==> src/rtl/t_trit_pkg.sv <==
// Shared ternary definitions: trit encodings, word sanitising and the neutral-word builder.
// Word helpers work on a MAX_W-trit container; callers slice out their own W trits.
package t_trit_pkg;

  localparam logic [1:0] TRIT_NEG  = 2'b01;
  localparam logic [1:0] TRIT_ZERO = 2'b11;
  localparam logic [1:0] TRIT_POS  = 2'b10;
  localparam logic [1:0] TRIT_INV  = 2'b00;

  localparam int MAX_W = 64;

  typedef logic [2*MAX_W-1:0] word_t;

  typedef struct packed {
    logic  any_inv;
    word_t word;
  } sanitised_t;

  typedef enum logic [1:0] {
    CH_EMPTY = 2'd0,
    CH_ONE   = 2'd1,
    CH_FULL  = 2'd2
  } ch_state_t;

  // Replace INVALID trits by ZERO in the low w trits and flag whether any were seen.
  function automatic sanitised_t sanitise_word(input word_t raw, input int w);
    sanitised_t r;
    r.any_inv = 1'b0;
    r.word    = raw;
    for (int i = 0; i < MAX_W; i++) begin
      if (i < w && raw[2*i +: 2] == TRIT_INV) begin
        r.word[2*i +: 2] = TRIT_ZERO;
        r.any_inv        = 1'b1;
      end
    end
    return r;
  endfunction

  function automatic word_t zero_word(input int w);
    word_t r;
    r = '0;
    for (int i = 0; i < MAX_W; i++) begin
      if (i < w) r[2*i +: 2] = TRIT_ZERO;
    end
    return r;
  endfunction

endpackage

==> src/rtl/t_chan_buf.sv <==
// Two-entry trit-word FIFO for one output channel; the head is shown as an all-ZERO word
// whenever the buffer is empty so consumers never see stale data.
module t_chan_buf
  import t_trit_pkg::*;
#(
  parameter int W = 4
) (
  input  logic           clk,
  input  logic           rst_n,
  input  logic           push,
  input  logic [2*W-1:0] push_data,
  input  logic           ready,
  output logic           valid,
  output logic [2*W-1:0] data,
  output logic [1:0]     count
);

  localparam word_t          ZW_FULL   = zero_word(W);
  localparam logic [2*W-1:0] ZERO_WORD = ZW_FULL[2*W-1:0];

  ch_state_t      state_reg;
  logic [2*W-1:0] mem_reg [2];
  logic           rd_ptr_reg;
  logic           wr_ptr_reg;
  logic           pop;

  assign valid = (state_reg != CH_EMPTY);
  assign pop   = valid & ready;
  assign data  = valid ? mem_reg[rd_ptr_reg] : ZERO_WORD;
  assign count = (state_reg == CH_FULL) ? 2'd2 :
                 (state_reg == CH_ONE)  ? 2'd1 : 2'd0;

  // Storage is left unreset: the output mask hides it until a push makes it valid.
  always_ff @(posedge clk) begin
    if (push) begin
      mem_reg[wr_ptr_reg] <= push_data;
    end
    if (!rst_n) begin
      state_reg  <= CH_EMPTY;
      rd_ptr_reg <= 1'b0;
      wr_ptr_reg <= 1'b0;
    end else begin
      if (push) wr_ptr_reg <= ~wr_ptr_reg;
      if (pop)  rd_ptr_reg <= ~rd_ptr_reg;
      case (state_reg)
        CH_EMPTY: if (push) state_reg <= CH_ONE;
        CH_ONE: begin
          if (push && !pop)      state_reg <= CH_FULL;
          else if (pop && !push) state_reg <= CH_EMPTY;
        end
        CH_FULL:  if (pop && !push) state_reg <= CH_ONE;
        default:  state_reg <= CH_EMPTY;
      endcase
    end
  end

endmodule

==> src/rtl/t_deselect_router.sv <==
// Buffered ternary router: steers each accepted word to one channel or to all of them,
// sanitising invalid trits and counting words dropped for an out-of-range select.
module t_deselect_router
  import t_trit_pkg::*;
#(
  parameter int W    = 4,
  parameter int NCH  = 4,
  parameter int SELW = 2,
  parameter int DCW  = 8
) (
  input  logic                 clk,
  input  logic                 rst_n,
  input  logic                 in_valid,
  output logic                 in_ready,
  input  logic [SELW-1:0]      in_sel,
  input  logic                 in_bcast,
  input  logic [2*W-1:0]       in_data,
  output logic [NCH-1:0]       out_valid,
  input  logic [NCH-1:0]       out_ready,
  output logic [NCH*2*W-1:0]   out_data,
  output logic                 err_invalid,
  output logic [DCW-1:0]       drop_cnt
);

  logic [1:0]     count   [NCH];
  logic [NCH-1:0] push;
  logic [SELW:0]  sel_ext;
  logic           sel_oor;
  logic           all_ready;
  logic           sel_ready;
  logic           accept;
  logic           drop;
  sanitised_t     clean;
  logic [2*W-1:0] clean_data;
  logic           unused_hi;
  logic           err_invalid_reg;
  logic [DCW-1:0] drop_cnt_reg;

  assign sel_ext = {1'b0, in_sel};
  assign sel_oor = (sel_ext >= (SELW+1)'(NCH));

  // Readiness looks only at registered occupancy, never at out_ready.
  always_comb begin
    all_ready = 1'b1;
    sel_ready = 1'b1;
    for (int c = 0; c < NCH; c++) begin
      if (count[c] == 2'd2) all_ready = 1'b0;
      if (sel_ext == (SELW+1)'(c)) sel_ready = (count[c] != 2'd2);
    end
  end

  assign in_ready = rst_n & (in_bcast ? all_ready : sel_ready);
  assign accept   = in_valid & in_ready;
  assign drop     = accept & ~in_bcast & sel_oor;

  assign clean      = sanitise_word({{(2*MAX_W-2*W){1'b0}}, in_data}, W);
  assign clean_data = clean.word[2*W-1:0];
  assign unused_hi  = ^clean.word[2*MAX_W-1:2*W];

  for (genvar gi = 0; gi < NCH; gi++) begin : g_chan
    assign push[gi] = accept & (in_bcast | (sel_ext == (SELW+1)'(gi)));

    t_chan_buf #(
      .W (W)
    ) u_buf (
      .clk       (clk),
      .rst_n     (rst_n),
      .push      (push[gi]),
      .push_data (clean_data),
      .ready     (out_ready[gi]),
      .valid     (out_valid[gi]),
      .data      (out_data[gi*2*W +: 2*W]),
      .count     (count[gi])
    );
  end

  always_ff @(posedge clk) begin
    if (!rst_n) begin
      err_invalid_reg <= 1'b0;
      drop_cnt_reg    <= '0;
    end else begin
      if (accept && clean.any_inv) err_invalid_reg <= 1'b1;
      if (drop && drop_cnt_reg != {DCW{1'b1}}) drop_cnt_reg <= drop_cnt_reg + 1'b1;
    end
  end

  assign err_invalid = err_invalid_reg;
  assign drop_cnt    = drop_cnt_reg;

endmodule

==> config.mk <==
export PLATFORM = sky130hd
export DESIGN_NAME = t_deselect_router
export DESIGN_NICKNAME = d
export VERILOG_FILES = /design/src/rtl/t_trit_pkg.sv /design/src/rtl/t_chan_buf.sv /design/src/rtl/t_deselect_router.sv
export SDC_FILE = /design/constraint.sdc
export NUM_CORES = 1
export LEC_CHECK = 0
export CORE_UTILIZATION = 35
export CTS_BUF_LIST = sky130_fd_sc_hd__clkbuf_16
export DETAILED_ROUTE_END_ITERATION = 10
export PLACE_DENSITY = 0.67
export SKIP_LAST_GASP = 1
export SLEW_MARGIN = 20
export SYNTH_ARGS = -nofsm -noshare
export SYNTH_HDL_FRONTEND = slang
export SYNTH_SLANG_ARGS = --single-unit
==> constraint.sdc <==
create_clock -name clk -period 6 [get_ports clk]
set_input_delay 1.2 -clock clk [delete_from_list [all_inputs] [get_ports clk]]
set_output_delay 1.2 -clock clk [all_outputs]
set_load 0.05 [all_outputs]
==> metrics.log <==
[metrics] library cell appearing most often on the critical path: clkdlybuf4s50_1
[metrics] worst reg2reg startpoint: g_chan[2].u_buf.state_reg[1]
[metrics] proportion of layout cells with a drive suffix above 1: 0.1032
[metrics] number of instances on the worst hold path: 1
[metrics] hold buffer count at CTS: 0
[metrics] largest stage delay on the critical path: between 0.7 and 0.8 ns
[metrics] Leak: between 1.5 and 2 nW
[metrics] final worst path period need: around 4.6 ns
[metrics] # nets final: 370
[metrics] Min-Delay Startpoint: err_invalid
[metrics] Root Buffer: clkbuf_16
[metrics] Register-to-Register Setup Slack: about 3.7 ns
[metrics] clock tree from TritonCTS: done
[metrics] Synth top area share: 0.5084
[metrics] count of cell types in the netlist: 38
[metrics] CORE AREA: between 0.01 and 0.015 mm^2
[metrics] fmax: approximately 220 MHz
[metrics] most area-consuming cells after synthesis: edfxtp_1 51%, dfxtp_1 11%, mux2i_1 8.5%, nand2_1 4.0%, ha_1 2.6%
[metrics] final count of negative-setup-slack endpoints: 0
[metrics] final weighted congestion in routability-driven placement: 0.7594
[metrics] Avg WL per Cell: approximately 16 um
[metrics] total routed wirelength: around 7500 um
[metrics] outcome: finished, final reports clean
[metrics] number of flip-flops in the largest register: 64
[metrics] mean cell area of the mapped netlist: ~13 um^2
[metrics] GR Overflow Total: 0
[metrics] post-CTS setup repair buffer count: 0
[metrics] DP Area: 0.004414 mm^2
[metrics] Clock Sink Count: 85
[metrics] number of enable flip-flop cells after synthesis: 64
[metrics] clock-pin slew on the worst setup and hold paths: 0.06 ns
[metrics] endpoint required time on the critical path: 4.80 ns
[metrics] H-tree lvl count: 3
[metrics] cell count after synthesis: approximately 290
[metrics] end of the worst hold path: err_invalid
[metrics] Ys Warns: 0
[metrics] Post-Route Utilization: 0.4550
[metrics] class of the tightest hold or removal check: register to register
[metrics] setup TNS after final layout: 0 ns
[metrics] initial core utilization: 0.3629
[metrics] Die Footprint: about 0.011 mm^2
[metrics] Area Growth Syn to Fin: 25.39%
[metrics] number of antenna violations at the first check in global routing: 0
[metrics] DRC violation total after the first TritonRoute iteration: 57
[metrics] cell class contributing the biggest share of worst-path delay: buffers and inverters
[metrics] post_cts resized: 0
[metrics] maximum fanout encountered on the critical timing path: 8
[metrics] half-perimeter wire length after placement: approximately 5300 um
[metrics] sequential fraction of the synthesis area: 0.6197
[metrics] width of the die: between 100 and 150 um
[metrics] cells on worst reg2reg path: 4
[metrics] Netlist Area Pre-Place: roughly 0.0038 mm^2
[metrics] vias after detailed routing: between 2000 and 2500
[metrics] crit share post-route: 0.7599
[metrics] number of slew-limit violations in the final report: 0
[metrics] critical path arrival: approximately 3.4 ns
[metrics] maximum resistive drop on vdd: 0.1271 mV
[metrics] cell with the largest stage delay on the worst path: clkdlybuf4s50_1
[metrics] number of antenna-violating nets in the routed design: 0
[metrics] source of the critical timing path: in_sel[1]
[metrics] number of buffer cells added on primary ports: 55
[metrics] DR DRC count: 0
[metrics] clock latency at the later pin of the worst-skew pair: 0.34 ns
[metrics] wire length of the first global-routing pass: roughly 12000 um
[metrics] worst reg2reg path endpoint: g_chan[2].u_buf.mem_reg[0][5]
[metrics] iteration count of the initial detailed-routing pass: 4
[metrics] most frequently used flop master after synthesis: edfxtp_1
[metrics] transition time at the pin with the least slew margin: about 1.1 ns
[metrics] largest net degree at the start of global routing: 24
[metrics] worst setup skew after layout: roughly 0.0059 ns
[metrics] clock buffer count from CTS: 9
[metrics] global router's overall resource usage: 0.1447
[metrics] die extent in y: around 110 um
[metrics] synthesis-stage register bit count: 85
[metrics] fillers: 926
[metrics] critical path endpoint category: output pin
[metrics] headroom to the max-slew limit: 0.2868
[metrics] via count of the first global-routing pass: 2372
[metrics] crit path launch type: input port
[metrics] commonest cells in the netlist: 64 x edfxtp_1, 40 x nand2_1, 32 x mux2i_1
[metrics] most area-hungry cell type in the Yosys netlist: edfxtp_1
[metrics] list of cells traversed by the critical path: clkdlybuf4s50_1, nor2_1, a22oi_2, a32oi_4, nor2b_1, clkdlybuf4s50_1
[metrics] number of failing hold endpoints at the final stage: 0
[metrics] pre-CTS setup slack: ~1.5 ns
[metrics] share of synthesized flip-flops with an asynchronous set or reset: 0
[metrics] smallest setup slack after layout: 1.441 ns
[metrics] Max Cap Viol: 0
[metrics] overall power of the completed layout: 0.001463 W
[metrics] most numerous cell in the Yosys netlist: edfxtp_1
[metrics] Core Rows: 37
[metrics] final non-filler cell area: around 0.0047 mm^2
[metrics] maximum clock path buffer count: 2
[metrics] I/O pin count: 64
[metrics] Cell Pwr Density: between 300 and 400 mW/mm^2
[metrics] sum of buffers and inverters on the critical path: 2
[metrics] critical path start-end classification: input port to output pin
[metrics] Ant. Diodes: 0
[metrics] setup repair after global routing missed its margin: no
[metrics] vias per inst: ~4.7
## cells by family after synthesis
family / Yosys count / synth area share
simple gates: 102 / 0.1562
flops: 85 / 0.6197
mux: 32 / 0.08474
buf+inv: 32 / 0.04369
compound gates: 24 / 0.05660
fa+ha+maj: 8 / 0.02648
xor+xnor: 5 / 0.01159
other cells: 1 / 0.0009921
## worst max-delay path by stage
stage / end / slack (ns) / cells past startpoint
3_5_place_dp: in_ready / 1.46 / 6
3_3_place_gp: in_ready / 1.53 / 6
5_1_grt: in_ready / 1.32 / 6
4_1_cts: in_ready / 1.46 / 6
2_1_floorplan: in_ready / 2.33 / 4
6_report: in_ready / 1.44 / 6
## metal layers
| metal | global-route usage | routed length, um | vias up | part of all wire |
|---|---|---|---|---|
| met1 | 0.1763 | 3362 | 1091 | 0.45 |
| met2 | 0.2395 | 3705 | 55 | 0.49 |
| met3 | 0.03924 | 283 | 15 | 0.038 |
| met5 | 0 | 0 | - | 0 |
| met4 | 0.06548 | 175 | 0 | 0.023 |
| li1 | - | - | 1110 | - |
## report_power, final
| group | switching (W) | internal, W |
|---|---|---|
| combinational | 0.000138 | 0.0000730 |
| sequential | 0.0000179 | 0.000656 |
| clock | 0.000245 | 0.000333 |
| total | 0.000401 | 0.00106 |
## cell usage in the layout, fill, tap and decap left out, types with 2 or more instances in the layout
cell type,n
ha_1,8
mux2i_1,32
nor3_4,3
nor2b_4,3
inv_1,9
and2_1,13
inv_2,5
nand2b_1,11
nor2b_1,6
edfxtp_1,64
nor2_1,14
dfxtp_1,21
xnor2_1,4
a22o_1,6
inv_6,3
clkbuf_16,9
o22ai_1,2
o21a_1,5
and3b_1,3
conb_1,8
nand2_1,40
clkdlybuf4s50_1,55
o21bai_1,3
nor4_2,2
## cell type report
cell class	count	area, um^2	share of cell area
multi-input cells	179	1308	0.2759
repair buffers	55	550.5	0.1162
flip-flops and latches	85	2342	0.4942
inverters	14	52.55	0.01109
well taps	136	170.2	0.03590
clock inverters	7	91.34	0.01927
clock buffers	9	225.2	0.04752
## per-stage QoR
step                      hold WS, ns  cells
after detailed placement       0.4576    469
after global placement         0.4603    469
after CTS                      0.4723    485
after floorplan                0.4514    296
after global routing           0.4935    485
final                          0.4643    485
## worst register-to-register path, cell delays in order, from the launching register on
cell and delay (ns):
dfxtp_1 0.33, nor2b_4 0.15, o31ai_2 0.31, a32oi_4 0.17, nor4_2 0.96
Note: power is estimated with default switching activity, not from simulation.
